===== src/rtl/multi_tone_generator.sv =====
// multi_tone_generator: CHANNELS independent square-wave tone channels, each
// dividing clk by a runtime-programmable half-period, plus a PWM mixer that
// folds all channels onto one buzzer pin.
//
// Ports:
//   clk        system clock
//   rst        synchronous active-high reset
//   wr_en      write strobe (one channel per cycle)
//   wr_ch      channel index to write; indices >= CHANNELS are ignored
//   wr_half    half-period H for the selected channel
//   wr_enable  channel enable written together with H
//   sound      per-channel square wave, bit i = channel i
//   mix_level  registered count of channels whose sound bit is high
//   sound_mix  PWM-mixed buzzer output, duty = mix_level / CHANNELS
module multi_tone_generator #(
  parameter int unsigned CHANNELS = 4,
  parameter int unsigned CNT_W    = 22,
  parameter int unsigned CH_W     = $clog2(CHANNELS),
  parameter int unsigned LVL_W    = $clog2(CHANNELS + 1)
) (
  input  logic                clk,
  input  logic                rst,
  input  logic                wr_en,
  input  logic [CH_W-1:0]     wr_ch,
  input  logic [CNT_W-1:0]    wr_half,
  input  logic                wr_enable,
  output logic [CHANNELS-1:0] sound,
  output logic [LVL_W-1:0]    mix_level,
  output logic                sound_mix
);

  logic [CHANNELS-1:0] sound_vec;

  // Per-channel half-period divider. A write wins over a toggle due on the
  // same edge and restarts the counter at 0, so num_q can never overshoot
  // the new half_q and wrap.
  for (genvar i = 0; i < CHANNELS; i++) begin : g_ch
    logic [CNT_W-1:0] half_q;
    logic [CNT_W-1:0] num_q;
    logic             en_q;
    logic             sound_q;
    logic             wr_hit;

    // Only indices 0..CHANNELS-1 can match, so out-of-range writes drop out.
    assign wr_hit = wr_en && (wr_ch == CH_W'(i));

    always_ff @(posedge clk) begin
      if (rst) begin
        half_q  <= '0;
        num_q   <= '0;
        en_q    <= 1'b0;
        sound_q <= 1'b0;
      end else if (wr_hit) begin
        half_q <= wr_half;
        en_q   <= wr_enable;
        num_q  <= '0;
        if (!wr_enable) begin
          sound_q <= 1'b0;
        end
      end else if (!en_q) begin
        num_q   <= '0;
        sound_q <= 1'b0;
      end else if (num_q == half_q) begin
        sound_q <= ~sound_q;
        num_q   <= '0;
      end else begin
        num_q <= num_q + CNT_W'(1);
      end
    end

    assign sound_vec[i] = sound_q;
  end

  // Number of channels currently high.
  logic [LVL_W-1:0] level_c;

  always_comb begin
    level_c = '0;
    for (int unsigned k = 0; k < CHANNELS; k++) begin
      level_c = level_c + LVL_W'(sound_vec[k]);
    end
  end

  // PWM mixer: a CHANNELS-cycle frame with level_q high slots.
  logic [CH_W-1:0]  pwm_cnt;
  logic [LVL_W-1:0] level_q;
  logic             mix_q;

  always_ff @(posedge clk) begin
    if (rst) begin
      pwm_cnt <= '0;
      level_q <= '0;
      mix_q   <= 1'b0;
    end else begin
      level_q <= level_c;
      mix_q   <= (LVL_W'(pwm_cnt) < level_q);
      if (pwm_cnt == CH_W'(CHANNELS - 1)) begin
        pwm_cnt <= '0;
      end else begin
        pwm_cnt <= pwm_cnt + CH_W'(1);
      end
    end
  end

  assign sound     = sound_vec;
  assign mix_level = level_q;
  assign sound_mix = mix_q;

endmodule


===== config.mk =====
export PLATFORM = sky130hd
export DESIGN_NAME = multi_tone_generator
export DESIGN_NICKNAME = d
export VERILOG_FILES = /design/src/rtl/multi_tone_generator.sv
export SDC_FILE = /design/constraint.sdc
export NUM_CORES = 1
export LEC_CHECK = 0
export CAP_MARGIN = 20
export CORE_MARGIN = 2
export CORE_UTILIZATION = 65
export CTS_CLUSTER_SIZE = 40
export DETAILED_ROUTE_END_ITERATION = 6
export HOLD_SLACK_MARGIN = 0.08
export PLACE_DENSITY_LB_ADDON = 0.12
export SLEW_MARGIN = 20
export SYNTH_ARGS = -nofsm -noshare
export SYNTH_HDL_FRONTEND = slang
export SYNTH_SLANG_ARGS = --single-unit

===== constraint.sdc =====
create_clock -name clk -period 3.6 [get_ports clk]
set_input_delay 0.72 -clock clk [delete_from_list [all_inputs] [get_ports clk]]
set_output_delay 0.72 -clock clk [all_outputs]
set_load 0.01 [all_outputs]

==> impl_metrics.csv <==
group,metric,value,unit
run_status,outcome,"complete, no violations",
worst_hold_path,hold_end,"pwm_cnt[0]$_SDFF_PP0_",
cells_and_area,final_common_cell,"nand2_1",
floorplanning,fp.coreArea,13100,um2
drt,drt_iter0_drc,584,
logic_synthesis,syn-cell-area,8650,um2
cells_and_area,synthToLayoutAreaGrowth,11.3,%
worst_setup_path,cp-end-kind,"flop",
logic_synthesis,synth_flop_cell,"dfxtp_1",
placement,gp_congestion,0.865,
worst_setup_path,reg2reg_slack,1.40,ns
sta,fin_tns_setup,0,ns
worst_setup_path,worst-path-buf-inv,1,
run,maxCapViolCount,0,
logic_synthesis,synth_nets,1050,
drt,drtAntennaViolNets,0,
pwr,total_power,4.47,mW
worst_setup_path,cp_slowest_cell,"clkdlybuf4s50_1",
logic_synthesis,synth_cells,1013,
floorplanning,die_area,14200,um2
sta,holdWs,0.455,ns
logic_synthesis,synth.distinct_cells,47,
sta,rsz0062_at_grt,"no",
worst_hold_path,min_path_cells,1,
pwr,irDropWorstVdd,0.359,mV
drt,viasPerCell,5.53,
logic_synthesis,synthArstFlopShare,0,%
worst_setup_path,worstPathCellList,"clkdlybuf4s50_1 -> nor3b_2 -> nor3b_1 -> o21ai_2 -> nor2_1",
cells_and_area,final_util,73.3,%
worst_setup_path,reg2reg_from,"g_ch[0].num_q[14]$_SDFF_PP0_",
drt,drc_errors,0,
clock_network,cts-root-buf,"clkbuf_16",
grt,grtUsageTotal,28.1,%
logic_synthesis,synth_edf_count,0,
clock_network,path_clk_slew,0.07,ns
logic_synthesis,synth_warnings,0,
grt,grt_max_degree,89,
worst_setup_path,reg2regPathDepth,5,
floorplanning,die_h,119,um
clock_network,cts_resized,0,
grt,grt_pass1_vias,6218,
clock_network,clock_latency,0.44,ns
logic_synthesis,seq_area_frac_synth,44.0,%
cells_and_area,final_cells,1212,
worst_hold_path,min_from,"pwm_cnt[0]$_SDFF_PP0_",
drt,drt-pass1-iter-count,6,
pwr,power_density,464,nW/um2
cells_and_area,final_cell_mix,"217 x nand2_1, 190 x dfxtp_1, 105 x nor2_1, 101 x xor2_1, 96 x a21oi_1",
sta,tightest_slew,0.957,ns
clock_network,cts_buffers,17,
worst_setup_path,cp-start-kind,"input pin",
clock_network,hold_buffers,0,
sta,maxSlewHeadroom,36.2,%
grt,overflow,0,
worst_setup_path,crit_required,3.89,ns
cells_and_area,layout-drive-gt1-share,6.66,%
floorplanning,die_w,119,um
grt,antenna_found_initial,0,
worst_setup_path,max_stage_delay,0.65,ns
logic_synthesis,ys_seq_elements,190,
drt,via_count,6697,
worst_setup_path,critical-path-top-delay-family,"simple AND/OR/NAND/NOR gates",
drt,routedWlPerCell,16.0,um
cells_and_area,diodes,0,
drt,routed_wl,19400,um
clock_network,cts_sinks,190,
placement,port_buffers,35,
cells_and_area,nets,1060,
worst_hold_path,hold_class,"reg2reg",
worst_setup_path,setup.worst_path.start,"wr_en",
worst_setup_path,r2r-end,"g_ch[0].num_q[7]$_SDFF_PP0_",
floorplanning,initial_core_util,65.8,%
worst_setup_path,arrival,2.49,ns
worst_setup_path,crit_fanout,22,
floorplanning,rows,42,
sta,setup_viol,0,
placement,dp_hpwl,13400,um
placement,dp.cells,1180,
pwr,leakagePower,3.64,nW
cells_and_area,fill_cells,1024,
logic_synthesis,post_synth.cell_area_avg,8.54,um2
clock_network,cts_setup_buffers,0,
sta,finalClockSkew,0.00748,ns
sta,fin_ws,1.39,ns
sta,final.min_clock_period,2.21,ns
placement,place_ws,0.962,ns
grt,grt_pass1_wl,31400,um
sta,timing_hold_violations_final,0,
floorplanning,num_io_pins,36,
clock_network,cts_tree,"built",
sta,final-max-slew-violation-count,0,
worst_setup_path,critPathKind,"in2reg",
cells_and_area,final_cell_area,9630,um2
clock_network,cts_htree_levels,4,
sta,fin_crit_sh,61.3,%
clock_network,clockBufferDepth,2,
sta,fmax,453,MHz
placement,dpl_cell_area,8990,um2
[flip-flops by register name (all words and copies together), names as in the netlist]
register      count
mix_level         3
g_ch.half_q      88
g_ch.en_q         4
g_ch.sound_q      4
sound_mix         1
g_ch.num_q       88
pwm_cnt           2
[how the worst max path moves through the flow]
stage	to	cells after the start
5_1_grt	g_ch[0].num_q[8]$_SDFF_PP0_	5
6_report	g_ch[0].num_q[7]$_SDFF_PP0_	5
3_5_place_dp	g_ch[0].num_q[11]$_SDFF_PP0_	5
4_1_cts	g_ch[0].num_q[11]$_SDFF_PP0_	5
2_1_floorplan	g_ch[0].sound_q$_SDFFE_PP0P_	6
3_3_place_gp	g_ch[3].num_q[8]$_SDFF_PP0_	6
[Yosys cell counts (2+ instances only)]
library cell	count	area (um2)
nor2_2	3	18.8
nand2_1	217	815
xor2_1	101	885
nand3_2	4	40.0
nor4_4	5	106
buf_4	8	60.1
nor3b_1	2	15.0
and3b_1	2	17.5
nor4b_4	2	47.6
or2_2	3	18.8
nor4_1	13	81.3
nand3b_1	2	15.0
xnor2_1	67	587
and4_1	8	70.1
nand4_4	2	42.5
and4b_1	2	20.0
nand3_1	28	140
nand4_1	26	163
and3_1	13	81.3
dfxtp_1	190	3800
inv_1	17	63.8
nand2b_1	3	18.8
clkbuf_2	2	10.0
and2_1	4	25.0
mux2i_1	4	40.0
o21ai_2	3	26.3
clkbuf_1	23	86.3
nor2_1	105	394
buf_6	5	56.3
nor3_1	17	85.1
nor2b_1	4	25.0
a21oi_1	96	480
ha_1	8	100
buf_2	10	50.1
nor4_2	2	25.0
[area by class of cell]
type	count	area [um2]	area share, %
clock inverters	15	216	2.25
clock buffers	17	425	4.42
repair buffers	40	383	3.98
multi-input cells	757	4520	46.9
flip-flops and latches	190	3800	39.5
well taps	176	220	2.29
inverters	17	63.8	0.663
[per-layer routing]
| metal | vias to the layer above | wire [um] | GRT usage, % |
|---|---|---|---|
| li1 | 3354 | - | - |
| met1 | 3126 | 8480 | 36.7 |
| met2 | 173 | 9310 | 45.8 |
| met3 | 44 | 1080 | 6.23 |
| met4 | 0 | 476 | 10.4 |
| met5 | - | 0 | 0 |
[worst register-to-register path, delay by kind of cell, from the launching register on]
kind,cells,cell delay [ns]
xor+xnor,1,0.10
flops,1,0.45
compound gates,1,0.79
simple gates,3,0.71
[cells by family after synthesis]
logic type | share of synthesized area, %
simple gates | 27.2
flops | 44.0
xor+xnor | 17.0
compound gates | 6.15
buf+inv | 3.82
fa+ha+maj | 1.39
mux | 0.463
[where the power goes]
group / leakage, nW / switching [mW] / total [mW] / internal [mW]
registers: 1.54 / 0.0290 / 2.17 / 2.14
clock network: 0.314 / 0.811 / 2.04 / 1.23
logic: 1.79 / 0.154 / 0.256 / 0.101
total: 3.64 / 0.995 / 4.47 / 3.47
Power figures use the tool's default switching activity.
